## src/rtl/alu_pkg.sv

```systemverilog
// ============================================================================
// Module      : alu_pkg
// Description : Shared types and constants for the ALU operation sequencer.
// Revision    : 1.0 - initial release
// ============================================================================
`default_nettype none

package alu_pkg;

    typedef enum logic [1:0] {
        S_IDLE  = 2'd0,
        S_ISSUE = 2'd1,
        S_WAIT  = 2'd2
    } seq_state_t;

    localparam logic [1:0] UNIT_ARITH = 2'b00;
    localparam logic [1:0] UNIT_LOGIC = 2'b01;
    localparam logic [1:0] UNIT_CMP   = 2'b10;
    localparam logic [1:0] UNIT_SHIFT = 2'b11;

    function automatic int result_width(input int operand_width);
        return 2 * operand_width;
    endfunction

endpackage

`default_nettype wire

```

## src/rtl/alu_seq_timer.sv

```systemverilog
// ============================================================================
// Module      : alu_seq_timer
// Description : WAIT-state watchdog; flags the last permitted wait cycle.
// Revision    : 1.0 - initial release
// ============================================================================
`default_nettype none

module alu_seq_timer #(
    parameter int TIMEOUT = 4
) (
    input  logic clk,
    input  logic rst,
    input  logic clear,
    input  logic run,
    output logic expired
);

    localparam int CW = (TIMEOUT > 1) ? $clog2(TIMEOUT) : 1;
    localparam logic [CW-1:0] c_LAST = CW'(TIMEOUT - 1);

    logic [CW-1:0] r_count;

    // Count is 0 on the first running cycle; expired marks the final allowed one.
    assign expired = run && (r_count == c_LAST);

    always_ff @(posedge clk) begin
        if (rst || clear) begin
            r_count <= '0;
        end else if (run && !expired) begin
            r_count <= r_count + 1'b1;
        end
    end

endmodule

`default_nettype wire

```

## src/rtl/alu_op_sequencer.sv

```systemverilog
// ============================================================================
// Module      : alu_op_sequencer
// Description : Issues one request to an ALU sub-unit, waits for its flag with
//               a watchdog, and captures the selected result.
// Revision    : 1.0 - initial release
// ============================================================================
`default_nettype none

module alu_op_sequencer
    import alu_pkg::*;
#(
    parameter int WIDTH   = 16,
    parameter int TIMEOUT = 4
) (
    input  logic                              clk,
    input  logic                              RST,
    input  logic                              req_valid,
    input  logic [3:0]                        req_fun,
    output logic                              req_ready,
    output logic [3:0]                        UNIT_EN,
    output logic [1:0]                        ALU_FUN,
    input  logic [3:0]                        UNIT_FLAG,
    input  logic [result_width(WIDTH)-1:0]    ARITH_OUT,
    input  logic [result_width(WIDTH)-1:0]    LOGIC_OUT,
    input  logic [result_width(WIDTH)-1:0]    CMP_OUT,
    input  logic [result_width(WIDTH)-1:0]    SHIFT_OUT,
    output logic [result_width(WIDTH)-1:0]    ALU_OUT,
    output logic                              OUT_VALID,
    output logic                              TIMEOUT_ERR
);

    localparam int RW = result_width(WIDTH);

    seq_state_t      r_state;
    seq_state_t      w_next;
    logic [1:0]      r_sel;
    logic [1:0]      r_fun;
    logic [RW-1:0]   r_alu_out;
    logic            r_out_valid;
    logic            r_timeout_err;

    logic            w_accept;
    logic            w_flag;
    logic            w_capture;
    logic            w_timeout;
    logic            w_expired;
    logic [3:0]      w_unit_en;
    logic [RW-1:0]   w_sel_result;

    assign req_ready   = (r_state == S_IDLE);
    assign w_accept    = req_valid && req_ready;
    assign w_flag      = UNIT_FLAG[r_sel];
    assign UNIT_EN     = w_unit_en;
    assign ALU_FUN     = r_fun;
    assign ALU_OUT     = r_alu_out;
    assign OUT_VALID   = r_out_valid;
    assign TIMEOUT_ERR = r_timeout_err;

    alu_seq_timer #(
        .TIMEOUT (TIMEOUT)
    ) u_timer (
        .clk     (clk),
        .rst     (RST),
        .clear   (r_state != S_WAIT),
        .run     (r_state == S_WAIT),
        .expired (w_expired)
    );

    always_comb begin
        w_sel_result = ARITH_OUT;
        case (r_sel)
            UNIT_ARITH: w_sel_result = ARITH_OUT;
            UNIT_LOGIC: w_sel_result = LOGIC_OUT;
            UNIT_CMP:   w_sel_result = CMP_OUT;
            UNIT_SHIFT: w_sel_result = SHIFT_OUT;
            default:    w_sel_result = ARITH_OUT;
        endcase
    end

    always_comb begin
        w_unit_en = 4'b0000;
        if (r_state == S_ISSUE) begin
            w_unit_en[r_sel] = 1'b1;
        end
    end

    // Flag is tested before the watchdog so a late flag still wins the race.
    always_comb begin
        w_next    = r_state;
        w_capture = 1'b0;
        w_timeout = 1'b0;
        case (r_state)
            S_IDLE: begin
                if (w_accept) begin
                    w_next = S_ISSUE;
                end
            end
            S_ISSUE: begin
                w_next = S_WAIT;
            end
            S_WAIT: begin
                if (w_flag) begin
                    w_capture = 1'b1;
                    w_next    = S_IDLE;
                end else if (w_expired) begin
                    w_timeout = 1'b1;
                    w_next    = S_IDLE;
                end
            end
            default: begin
                w_next = S_IDLE;
            end
        endcase
    end

    always_ff @(posedge clk) begin
        if (RST) begin
            r_state       <= S_IDLE;
            r_sel         <= 2'b00;
            r_fun         <= 2'b00;
            r_alu_out     <= '0;
            r_out_valid   <= 1'b0;
            r_timeout_err <= 1'b0;
        end else begin
            r_state       <= w_next;
            r_out_valid   <= w_capture;
            r_timeout_err <= w_timeout;
            if (w_accept) begin
                r_sel <= req_fun[3:2];
                r_fun <= req_fun[1:0];
            end
            if (w_capture) begin
                r_alu_out <= w_sel_result;
            end
        end
    end

endmodule

`default_nettype wire

```

## config.mk

```make
export PLATFORM = sky130hd
export DESIGN_NAME = alu_op_sequencer
export DESIGN_NICKNAME = d
export VERILOG_FILES = /design/src/rtl/alu_pkg.sv /design/src/rtl/alu_seq_timer.sv /design/src/rtl/alu_op_sequencer.sv
export SDC_FILE = /design/constraint.sdc
export NUM_CORES = 1
export LEC_CHECK = 0
export CAP_MARGIN = 40
export CORE_AREA = 3 3 71 73
export DETAILED_ROUTE_END_ITERATION = 7
export DIE_AREA = 0 0 74 76
export DONT_BUFFER_PORTS = 1
export PLACE_DENSITY_LB_ADDON = 0.08
export SYNTH_ARGS = -nofsm -noshare
export SYNTH_HDL_FRONTEND = slang
export SYNTH_SLANG_ARGS = --single-unit
```

## constraint.sdc

```tcl
create_clock -name clk -period 1.5 [get_ports clk]
set_input_delay 0.15 -clock clk [delete_from_list [all_inputs] [get_ports clk]]
set_output_delay 0.15 -clock clk [all_outputs]
set_load 0.05 [all_outputs]
```

After elaboration in Yosys (flattened, before gate mapping)
Cells that the tools add are included. Widths: inputs -> output; s select.

Eq/ne operators: 9. Bitwise operators: 1. Reductions and logical operators: 10. Magnitude comparators: 2. Muxes and demuxes: 13. Add/subtract/negate cells: 1.

Operators with widths (count): $pmux 32 s4 (1); $eq 2x2->1 const B (4); $mux 2 (3); $pmux 2 s3 (1); $mux 1 (5); $eq 2x1->1 const B (2); $logic_and 1x1->1 (4); $logic_not 2->1 (2); $mux 4 (1); $lt 2x3->1 const B (1); $ne 3x3->1 const B (1); $reduce_or 3->1 (1); $add 2x1->2 const B (1); $bmux 1 s2 (1); $demux 1 s2 (1); $ge 2x1->1 const B (1); $ne 2x1->1 const B (1); $ne 2x2->1 const B (1); $reduce_and 2->1 (1); $logic_not 1->1 (1); $logic_or 1x1->1 (1); $not 1->1 (1).

Word-level logic and storage cells: 43. Bits of input ports: 139. Flip-flop bits (word level): 42. Output and inout bits: 41.

Longest topological paths before layout
Gate-level depths: netlist of run 1.

Depth in word-level cells: 5. Gate-level depth with buffers: 6.

Hierarchy
From an unflattened synthesis of run 1, not the netlist that was laid out.

Cell total of the unflattened synthesis: 189. Area, all modules: 2393.5 sq um.

By module, submodules not included: alu_op_sequencer (times used 1, area an instance 2280.9 sq um, cells each 180); alu_seq_timer (times used 1, area an instance 112.6 sq um, cells each 9).

Worst setup path before layout of run 1
OpenSTA, ideal clock, no wires.

Path type: reg-to-output. Start point: register r_sel[1]. End point: output port UNIT_EN[0]. Path buffers: 2. Required time: 1.350 ns. Arrival: 1.873 ns. Cell stages (with the launch flop): 4. Setup slack: -0.523 ns. Path through: dfxtp_1 buf_4 clkbuf_1 nor3b_1.

Word-level cells in the longest chain between the ends: 5. Elaborated cells on any way between the ends: 6.

Ends and longest elaborated chain: start, declared (line alu_op_sequencer.sv:36) `logic [1:0] r_sel;`; start signal, assigned (line alu_op_sequencer.sv:129) `r_sel <= req_fun[3:2];`; $lt 2x3->1 (implied by the code) or $ge 2x1->1 (tied branches) (line alu_op_sequencer.sv:83) `w_unit_en[r_sel] = 1'b1;`; $logic_and 1x1->1 (implied by the code) (line alu_op_sequencer.sv:83); $mux 1 (implied by the code) (line alu_op_sequencer.sv:83); $demux 1 s2 * (line alu_op_sequencer.sv:83); $mux 4 * (line alu_op_sequencer.sv:82) `if (r_state == S_ISSUE) begin`; end, declared (line alu_op_sequencer.sv:20) `output logic [3:0] UNIT_EN,`.

Every way passes the cells marked *; elsewhere a longest branch is shown, timed or not.

Worst setup path in the final report of run 1
Start point: register r_state[1]. End point: output port UNIT_EN[0].

Word-level cells in the longest chain between the ends: 2.

Ends and longest elaborated chain: start, declared (line alu_op_sequencer.sv:34) `seq_state_t r_state;`; start signal, assigned (line alu_op_sequencer.sv:125) `r_state <= w_next;`; $eq 2x1->1 (line alu_op_sequencer.sv:82); $mux 4 (line alu_op_sequencer.sv:82).

No other way between the ends.

==> flow_metrics.tcl, run 1 <==
set metrics [dict create \
    crit_path_end_kind "output pin" \
    startpoint_type "flip-flop" \
    p_int_mw 1.805 \
    p_clk_frac 0.270 \
    report.final.slew_viol_count 0 \
    vias 1732 \
    antenna_cells 0 \
    drive_above_1_share 0.4726 \
    avgSynthCellArea_um2 12.37 \
    dp_hpwl_um 4751 \
    synth_nets 331 \
    min_from "RST" \
    first_global_vias 1840 \
    min_path_cells 1 \
    synth_flop_cell "dfxtp_1" \
    holdWs_ns -0.08127 \
    synthMostInstantiatedCell "nor2_1" \
    initial_utilization 0.5354 \
    seq_power_share 0.472 \
    p_total_mw 2.483 \
    synth_top_area_share 0.3557 \
    wl_um 6251 \
    grt_pass1_wl_um 9087 \
    fp.dieW_um 74 \
    setup-violations-final 12 \
    fin_cells 289 \
    grt_util_all_layers 0.2055 \
    drv_cap 0 \
    ys_top_cells_by_count "nor2_1 (45), dfxtp_1 (42), mux2i_1 (39)" \
    relSlewSlack 0.6764 \
    startpoint "r_state[1]" \
    reg2reg_depth 6 \
    rows 24 \
    via_per_inst 5.993 \
    chipHeight_um 76 \
    dp_cells 275 \
    area_growth_syn_to_layout_pct 28.53 \
    vdd_ir_drop_max_uv 549.3 \
    synth_edf_count 0 \
    min_period_ns 1.526 \
    antenna_found_initial 0 \
    ios 180 \
    cts_made_buffers 5 \
    layout.nets 377 \
    cts.sinks 42 \
    drt_pass1_iterations 5 \
    drt_iter0_markers 76 \
    timing.rr.start "r_state[0]" \
    place_ws_ns -0.05527 \
    wire_per_inst_um 21.63 \
    worstPathMaxFanout 5 \
    dpl_cell_area_um2 2783 \
    synth_cell_types 24 \
    cts_tree "yes" \
    p_switching_uw 677.7 \
    drcViolationCount 0 \
    ys_seq_elements 42 \
    critPathKind "reg -> out" \
    arrival_ns 1.38 \
    violations "hold timing, setup timing" \
    cts.htree.levels 2 \
    rsz0062_at_grt "true" \
    cts.clk_slew.worst_paths_ns 0.07 \
    globalRouteOverflowTotal 0 \
    period_share 1.017 \
    synthesis.area_um2 2364 \
    combPwrFrac 0.259 \
    yosysTopAreaCell "dfxtp_1" \
    io_buffers 0 \
    ctsRootBufferMaster "clkbuf_8" \
    clk_latency_ns 0.28 \
    yosysSeqAreaShare 0.3557 \
    status "finished, violations left" \
    synthCells 191 \
    tightest_slew_ns 0.4848 \
    holdPathEnd "r_state[1]" \
    p_sw_frac 0.2730 \
    hold_violations 38 \
    worstReg2RegEnd "ALU_OUT[26]" \
    fin_worst_skew_ns 0.003624 \
    grt_max_degree 41 \
    core-area_um2 4414 \
    design_area_um2 3038 \
    p_leak_nw 1.115 \
    fin_ws_ns -0.02572 \
    ys_warn_count 0 \
    place_congestion 0.7339 \
    required_ns 1.35 \
    die-area_um2 5624 \
    synthTopCellsByArea "dfxtp_1 (36%), mux4_2 (30%), mux2i_1 (17%)" \
    fmax_ghz 0.6554 \
    ant_nets 0 \
    postSynth.asyncResetShare 0 \
    cellPowerDensity_nw_per_um2 817.2 \
    hold_class "in -> reg" \
    reg2reg_slack_ns -0.02 \
    cts_buffer_depth 2 \
]
==> sequential cells by signal, indices dropped and copies added (netlist names) <==
name             cells
OUT_VALID            1
r_state              2
r_sel                2
TIMEOUT_ERR          1
ALU_FUN              2
u_timer.r_count      2
ALU_OUT             32
==> power by group through the flow <==
stage	Clock [mW]	Sequential, mW	Combinational [mW]
after floorplan	0	1.30	0.383
after global placement	0	1.19	0.576
after detailed placement	0	1.20	0.586
after CTS	0.688	1.17	0.620
after global routing	0.745	1.17	0.679
final	0.669	1.17	0.642
==> worst max-delay path by stage <==
stage,depth (start not counted),slack [ns],end
6_report,4,-0.03,UNIT_EN[0]
5_1_grt,5,-0.08,UNIT_EN[2]
4_1_cts,6,-0.03,ALU_OUT[3]
3_5_place_dp,5,-0.06,ALU_OUT[15]
3_3_place_gp,5,0.01,ALU_OUT[21]
2_1_floorplan,3,-0.04,UNIT_EN[1]
==> kinds of logic (layout without fill, tap and decap cells) <==
kind of cell | after synthesis | count (layout) | share of synthesized area
fa+ha+maj | 1 | 1 | 0.005293
buf+inv | 16 | 62 | 0.04553
flops | 42 | 42 | 0.3557
compound gates | 2 | 2 | 0.01059
simple gates | 57 | 57 | 0.1043
mux | 72 | 72 | 0.4749
xor+xnor | 1 | 1 | 0.003706
==> per-stage QoR <==
step / util / TNS (ns) / hold slack [ns]
after detailed placement: 0.6304 / -0.6860 / 0.2197
after CTS: 0.6738 / -0.1744 / -0.09065
after floorplan: - / -0.8278 / 0.2973
after global routing: 0.6882 / -1.603 / -0.1009
final: 0.6882 / -0.1171 / -0.08127
after global placement: 0.6304 / 0 / 0.2218
==> cells in the final DEF (no fill, tap or decap), types with 2 or more instances in the layout <==
cell and count:
nor2_1 42, dfxtp_1 38, buf_12 5, mux2i_2 5, mux4_2 32, buf_6 8, mux2i_1 34, buf_4 38
clkbuf_1 2, buf_16 3, dfxtp_2 4, nor2_4 2, clkbuf_8 5
==> critical path: stages, from the launching register on <==
cell,delay [ns]
dfxtp_2,0.32
buf_4,0.14
and2b_2,0.25
nor3b_2,0.19
buf_6,0.18
==> per-layer routing <==
metal / wire length (um) / GRT usage / vias up
met5: 0 / 0 / -
met4: 36 / 0.02536 / 0
met3: 581 / 0.05805 / 5
met2: 3468 / 0.3706 / 92
met1: 2165 / 0.2442 / 835
li1: - / - / 800
==> what timing repair did <==
item	in CTS	in global routing
setup endpoints to repair	36	36
gates resized for setup	12	8
pin swaps	3	7
hold endpoints to repair	38	38
cloned	2	2
setup buffers	3	0
==> final cells by class <==
type                       count  area (um2)
sequential                    42       845.8
clock buffer                   7       76.32
fill                         320        1376
tap                           52       65.06
multi-input combinational    133        1468
timing repair buffer          55       583.1
(Power assumes the default switching activity.)
==> run 2: changes to the inputs <==
--- a/config.mk
+++ b/config.mk
@@ -6,9 +6,11 @@
 export NUM_CORES = 1
 export LEC_CHECK = 0
 export CAP_MARGIN = 40
-export CORE_AREA = 3 3 71 73
+export CELL_PAD_IN_SITES_DETAIL_PLACEMENT = 0
+export CELL_PAD_IN_SITES_GLOBAL_PLACEMENT = 1
+export CORE_AREA = 3 3 80 82
 export DETAILED_ROUTE_END_ITERATION = 7
-export DIE_AREA = 0 0 74 76
+export DIE_AREA = 0 0 83 85
 export DONT_BUFFER_PORTS = 1
 export PLACE_DENSITY_LB_ADDON = 0.08
 export SYNTH_ARGS = -nofsm -noshare
==> run 2 against run 1 <==
The flow still finishes with violations (hold timing, setup timing). Non-clock buffer count is 1 higher. First-iteration DRC count decreased by 25%. Die area grew 25%. Register-to-register slack got worse by 0.02 ns. Total power up 2.6%. Critical endpoint is now ALU_OUT[12]. Largest cell class unchanged.
==> flow_metrics.tcl, run 2 (synthesized netlist as in run 1, its figures left out) <==
set metrics [dict create \
    combPwrFrac 0.250 \
    grt_util_all_layers 0.1684 \
    dpl_cell_area_um2 2799 \
    critPathKind "reg -> reg" \
    dp_hpwl_um 4675 \
    n_fill_cell 545 \
    p_clk_frac 0.290 \
    cts_made_buffers 5 \
    core-area_um2 5816 \
    ios 180 \
    drcViolationCount 0 \
    startpoint_type "flip-flop" \
    rsz0062_at_grt "true" \
    p_switching_uw 696.1 \
    worstPathMaxFanout 8 \
    cts_buffer_depth 2 \
    p_sw_frac 0.2732 \
    violations "hold timing, setup timing" \
    drv_cap 0 \
    fmax_ghz 0.6477 \
    cts.sinks 42 \
    holdWs_ns -0.07456 \
    grt_max_degree 41 \
    antenna_cells 0 \
    p_int_mw 1.852 \
    crit_path_end_kind "flip-flop" \
    timing.rr.start "r_sel[0]" \
    ctsRootBufferMaster "clkbuf_8" \
    min_period_ns 1.544 \
    report.final.slew_viol_count 0 \
    vdd_ir_drop_max_uv 376.0 \
    relSlewSlack 0.6657 \
    tightest_slew_ns 0.5007 \
    tns_ns -0.4171 \
    drt_iter0_markers 57 \
    status "finished, violations left" \
    endpoint "ALU_OUT[12]" \
    startpoint "r_sel[0]" \
    hold_class "in -> reg" \
    ant_nets 0 \
    setup-violations-final 26 \
    fin_worst_skew_ns 0.004036 \
    hold_violations 38 \
    p_leak_nw 1.119 \
    first_global_vias 1819 \
    p_total_mw 2.548 \
    cts.clk_slew.worst_paths_ns 0.07 \
    reg2reg_slack_ns -0.04 \
    place_congestion 0.8129 \
    final_util 0.5232 \
    arrival_ns 1.72 \
    reg2reg_depth 5 \
    chipHeight_um 85 \
    initial_utilization 0.4064 \
    required_ns 1.68 \
    period_share 1.029 \
    antenna_found_initial 0 \
    ff_latch_area_um2 847.1 \
    drive_above_1_share 0.4686 \
    die-area_um2 7055 \
    cellPowerDensity_nw_per_um2 837.2 \
    multi_input_area_um2 1460 \
    worstReg2RegEnd "ALU_OUT[12]" \
    drt_pass1_iterations 4 \
    seq_power_share 0.460 \
    layout.nets 378 \
    worst-path-buf-inv 1 \
    io_buffers 0 \
    crit_chain "or3b_4 > o22ai_4 > buf_6 > mux2i_2 > nor2_1" \
    cp_slowest_stage_delay_ns 0.38 \
    globalRouteOverflowTotal 0 \
    cp_top_family "simple AND/OR/NAND/NOR gates" \
    grt_pass1_wl_um 9570 \
    cp.depth 5 \
    fin_ws_ns -0.04397 \
    design_area_um2 3043 \
    clk_latency_ns 0.29 \
    fp.dieW_um 83 \
    wire_per_inst_um 19.77 \
    area_growth_syn_to_layout_pct 28.75 \
    cts_tree "yes" \
    wl_um 6207 \
    rows 28 \
    vias 1739 \
    cts.htree.levels 2 \
    cp_slowest_cell "or3b_4" \
    layout_common_cells "nor2_1 (42), buf_4 (42), dfxtp_1 (39)" \
    via_per_inst 5.538 \
    largest_reg_flops 32 \
]
[run 2: changes by cell type in the layout (fill, tap and decap cells not counted), sizes merged]
| cell | before | now |
|---|---|---|
| clkbuf | 8 | 7 |
| clkinv | 0 | 1 |
| buf | 54 | 56 |
[run 2: worst min-delay path by stage]
stage | start | to | slack (ns) | depth (start not counted)
3_5_place_dp | RST | r_sel[0] | 0.22 | 1
3_3_place_gp | RST | r_sel[1] | 0.22 | 1
5_1_grt | RST | r_sel[0] | -0.1 | 1
4_1_cts | RST | r_sel[0] | -0.09 | 1
2_1_floorplan | req_fun[0] | ALU_FUN[0] | 0.30 | 2
6_report | RST | r_sel[0] | -0.07 | 1
[run 2: through the flow]
stage	cells	setup slack [ns]
2_1_floorplan	191	-0.03876
3_3_place_gp	298	-0.01506
3_5_place_dp	298	-0.07109
4_1_cts	315	-0.05608
5_1_grt	314	-0.1207
6_report	314	-0.04397
[run 2: worst reg2reg max path, delay by kind of cell, from the launching register on]
family                 cells  cell delay [ns]
AO/OA/AOI/OAI              1             0.20
flip-flops                 1             0.36
buffers and inverters      1             0.21
AND/OR/NAND/NOR            2             0.43
multiplexers               1             0.24
[run 2: timing repair]
| item | CTS | global route |
|---|---|---|
| cloned | 2 | 0 |
| endpoints found under the setup margin | 36 | 36 |
| endpoints found under the hold margin | 38 | 38 |
| pin swaps | 2 | 3 |
| resized for setup | 12 | 7 |
| setup buffers | 7 | 1 |
[run 2: metal layers]
| metal | wire (um) | global-route usage | part of all wire |
|---|---|---|---|
| met1 | 2370 | 0.1990 | 0.38 |
| met2 | 3275 | 0.2901 | 0.53 |
| met3 | 524 | 0.06602 | 0.084 |
| met4 | 37 | 0.03863 | 0.0060 |
| met5 | 0 | 0 | 0 |
[run 2: layout make-up]
| type | count | area share |
|---|---|---|
| Timing Repair Buffer | 56 | 0.1809 |
| Multi-Input combinational cell | 133 | 0.4799 |
| Sequential cell | 42 | 0.2784 |
| Clock inverter | 1 | 0.001645 |
| Tap cell | 75 | 0.03084 |
| Clock buffer | 7 | 0.02837 |
[run 2: power by group through the flow]
stage                     combinational, mW  sequential (mW)  clock [mW]
after global placement                0.571             1.20           0
after global routing                  0.681             1.18       0.822
final                                 0.638             1.17       0.738
after detailed placement              0.586             1.20           0
after floorplan                       0.383             1.30           0
after CTS                             0.648             1.17       0.780
==> run 3: changes to the inputs <==
--- a/config.mk
+++ b/config.mk
@@ -12,6 +12,7 @@
 export DETAILED_ROUTE_END_ITERATION = 7
 export DIE_AREA = 0 0 83 85
 export DONT_BUFFER_PORTS = 1
+export HOLD_SLACK_MARGIN = 0.1
 export PLACE_DENSITY_LB_ADDON = 0.08
 export SYNTH_ARGS = -nofsm -noshare
 export SYNTH_HDL_FRONTEND = slang
==> run 3 against run 2 <==
The flow still finishes with violations (hold timing, setup timing). Global-route usage stayed put. Largest cell class unchanged. Highest routed layer unchanged. Hold slack stayed put. Setup slack unchanged. Utilization unchanged. First-iteration DRC count did not move. Critical endpoint unchanged. Sequential power is essentially flat. Clock-buffer cell count did not move. Clock power about the same. Via count did not move.
==> flow_metrics.tcl, run 3 (synthesized netlist as in run 1, its figures left out) <==
set metrics [dict create \
    setup-violations-final 26 \
    drive_above_1_share 0.4686 \
    period_share 1.029 \
    grt_max_degree 41 \
    min_from "RST" \
    place_congestion 0.8129 \
    initial_utilization 0.4064 \
    via_per_inst 5.538 \
    critPathKind "reg -> reg" \
    cp_top_family "simple AND/OR/NAND/NOR gates" \
    fp.dieW_um 83 \
    drcViolationCount 0 \
    cts.clk_slew.worst_paths_ns 0.07 \
    ctsRootBufferMaster "clkbuf_8" \
    ant_nets 0 \
    vdd_ir_drop_max_uv 376.0 \
    grt_pass1_wl_um 9570 \
    hold_class "in -> reg" \
    globalRouteOverflowTotal 0 \
    dp_hpwl_um 4675 \
    cts_made_buffers 5 \
    violations "hold timing, setup timing" \
    vias 1739 \
    cts_buffer_depth 2 \
    drv_cap 0 \
    cts.sinks 42 \
    crit_chain "or3b_4 > o22ai_4 > buf_6 > mux2i_2 > nor2_1" \
    hold_violations 38 \
    holdWs_ns -0.07456 \
    grt_util_all_layers 0.1684 \
    clk_latency_ns 0.29 \
    fmax_ghz 0.6477 \
    ios 180 \
    cp_slowest_stage_delay_ns 0.38 \
    startpoint "r_sel[0]" \
    startpoint_type "flip-flop" \
    layout_common_cells "nor2_1 (42), buf_4 (42), dfxtp_1 (39)" \
    drt_iter0_markers 57 \
    cts.htree.levels 2 \
    fin_worst_skew_ns 0.004036 \
    report.final.slew_viol_count 0 \
    core-area_um2 5816 \
    area_growth_syn_to_layout_pct 28.75 \
    worst-path-buf-inv 1 \
    drt_pass1_iterations 4 \
    cp_slowest_cell "or3b_4" \
    wl_um 6207 \
    crit_path_end_kind "flip-flop" \
    n_fill_cell 545 \
    arrival_ns 1.72 \
    layout.nets 378 \
    p_leak_nw 1.119 \
    wire_per_inst_um 19.77 \
    first_global_vias 1817 \
    required_ns 1.68 \
    cts_tree "yes" \
    chipHeight_um 85 \
    min_period_ns 1.544 \
    largest_reg_flops 32 \
    rsz0062_at_grt "true" \
    antenna_found_initial 0 \
    cellPowerDensity_nw_per_um2 837.2 \
    die-area_um2 7055 \
    timing.rr.start "r_sel[0]" \
    fin_ws_ns -0.04397 \
    rows 28 \
    worstPathMaxFanout 8 \
    relSlewSlack 0.6657 \
    status "finished, violations left" \
    io_buffers 0 \
    antenna_cells 0 \
    tightest_slew_ns 0.5007 \
    place_ws_ns -0.07109 \
]
[run 3: cell type report]
cell class | count | area [um2] | area share
tap | 75 | 93.84 | 0.03084
clock inverter | 1 | 5.005 | 0.001645
multi-input combinational | 133 | 1460 | 0.4799
timing repair buffer | 56 | 550.5 | 0.1809
clock buffer | 7 | 86.33 | 0.02837
sequential | 42 | 847.1 | 0.2784
[run 3: worst paths after layout]
path,to,slack [ns],depth (start not counted)
hold reg to reg,ALU_OUT[16],0.50,2
hold / removal,r_sel[0],-0.07,1
setup reg to reg,ALU_OUT[12],-0.04,5
setup / recovery,ALU_OUT[12],-0.04,5
[run 3: report_power, final]
group	internal, mW	switching, mW	total [mW]
registers	1.15	0.0208	1.17
logic	0.330	0.308	0.638
clock network	0.371	0.367	0.738
total	1.85	0.696	2.55
[run 3: metal layers]
metal | track usage | part of all wire | up-vias | routed length (um)
li1 | - | - | 808 | -
met1 | 0.1990 | 0.38 | 844 | 2370
met2 | 0.2901 | 0.53 | 83 | 3275
met3 | 0.06602 | 0.084 | 4 | 524
met4 | 0.03863 | 0.0060 | 0 | 37
met5 | 0 | 0 | - | 0
[run 3: repair_timing]
action / CTS / global route
setup endpoints to repair: 36 / 36
cloned: 2 / 0
pin swaps: 2 / 3
endpoints found under the hold margin: 42 / 42
resized for setup: 12 / 7
setup buffers: 7 / 1
[run 3: stage by stage]
step / util / setup TNS (ns) / instances / cell area (um2) / power (mW)
final: 0.5232 / -0.4171 / 314 / 3043 / 2.548
after global routing: 0.5232 / -2.839 / 314 / 3043 / 2.680
after CTS: 0.5260 / -0.8062 / 315 / 3059 / 2.598
after detailed placement: 0.4813 / -1.062 / 298 / 2799 / 1.783
after global placement: 0.4813 / -0.04341 / 298 / 2799 / 1.767
after floorplan: - / -0.8278 / 191 / 2395 / 1.679
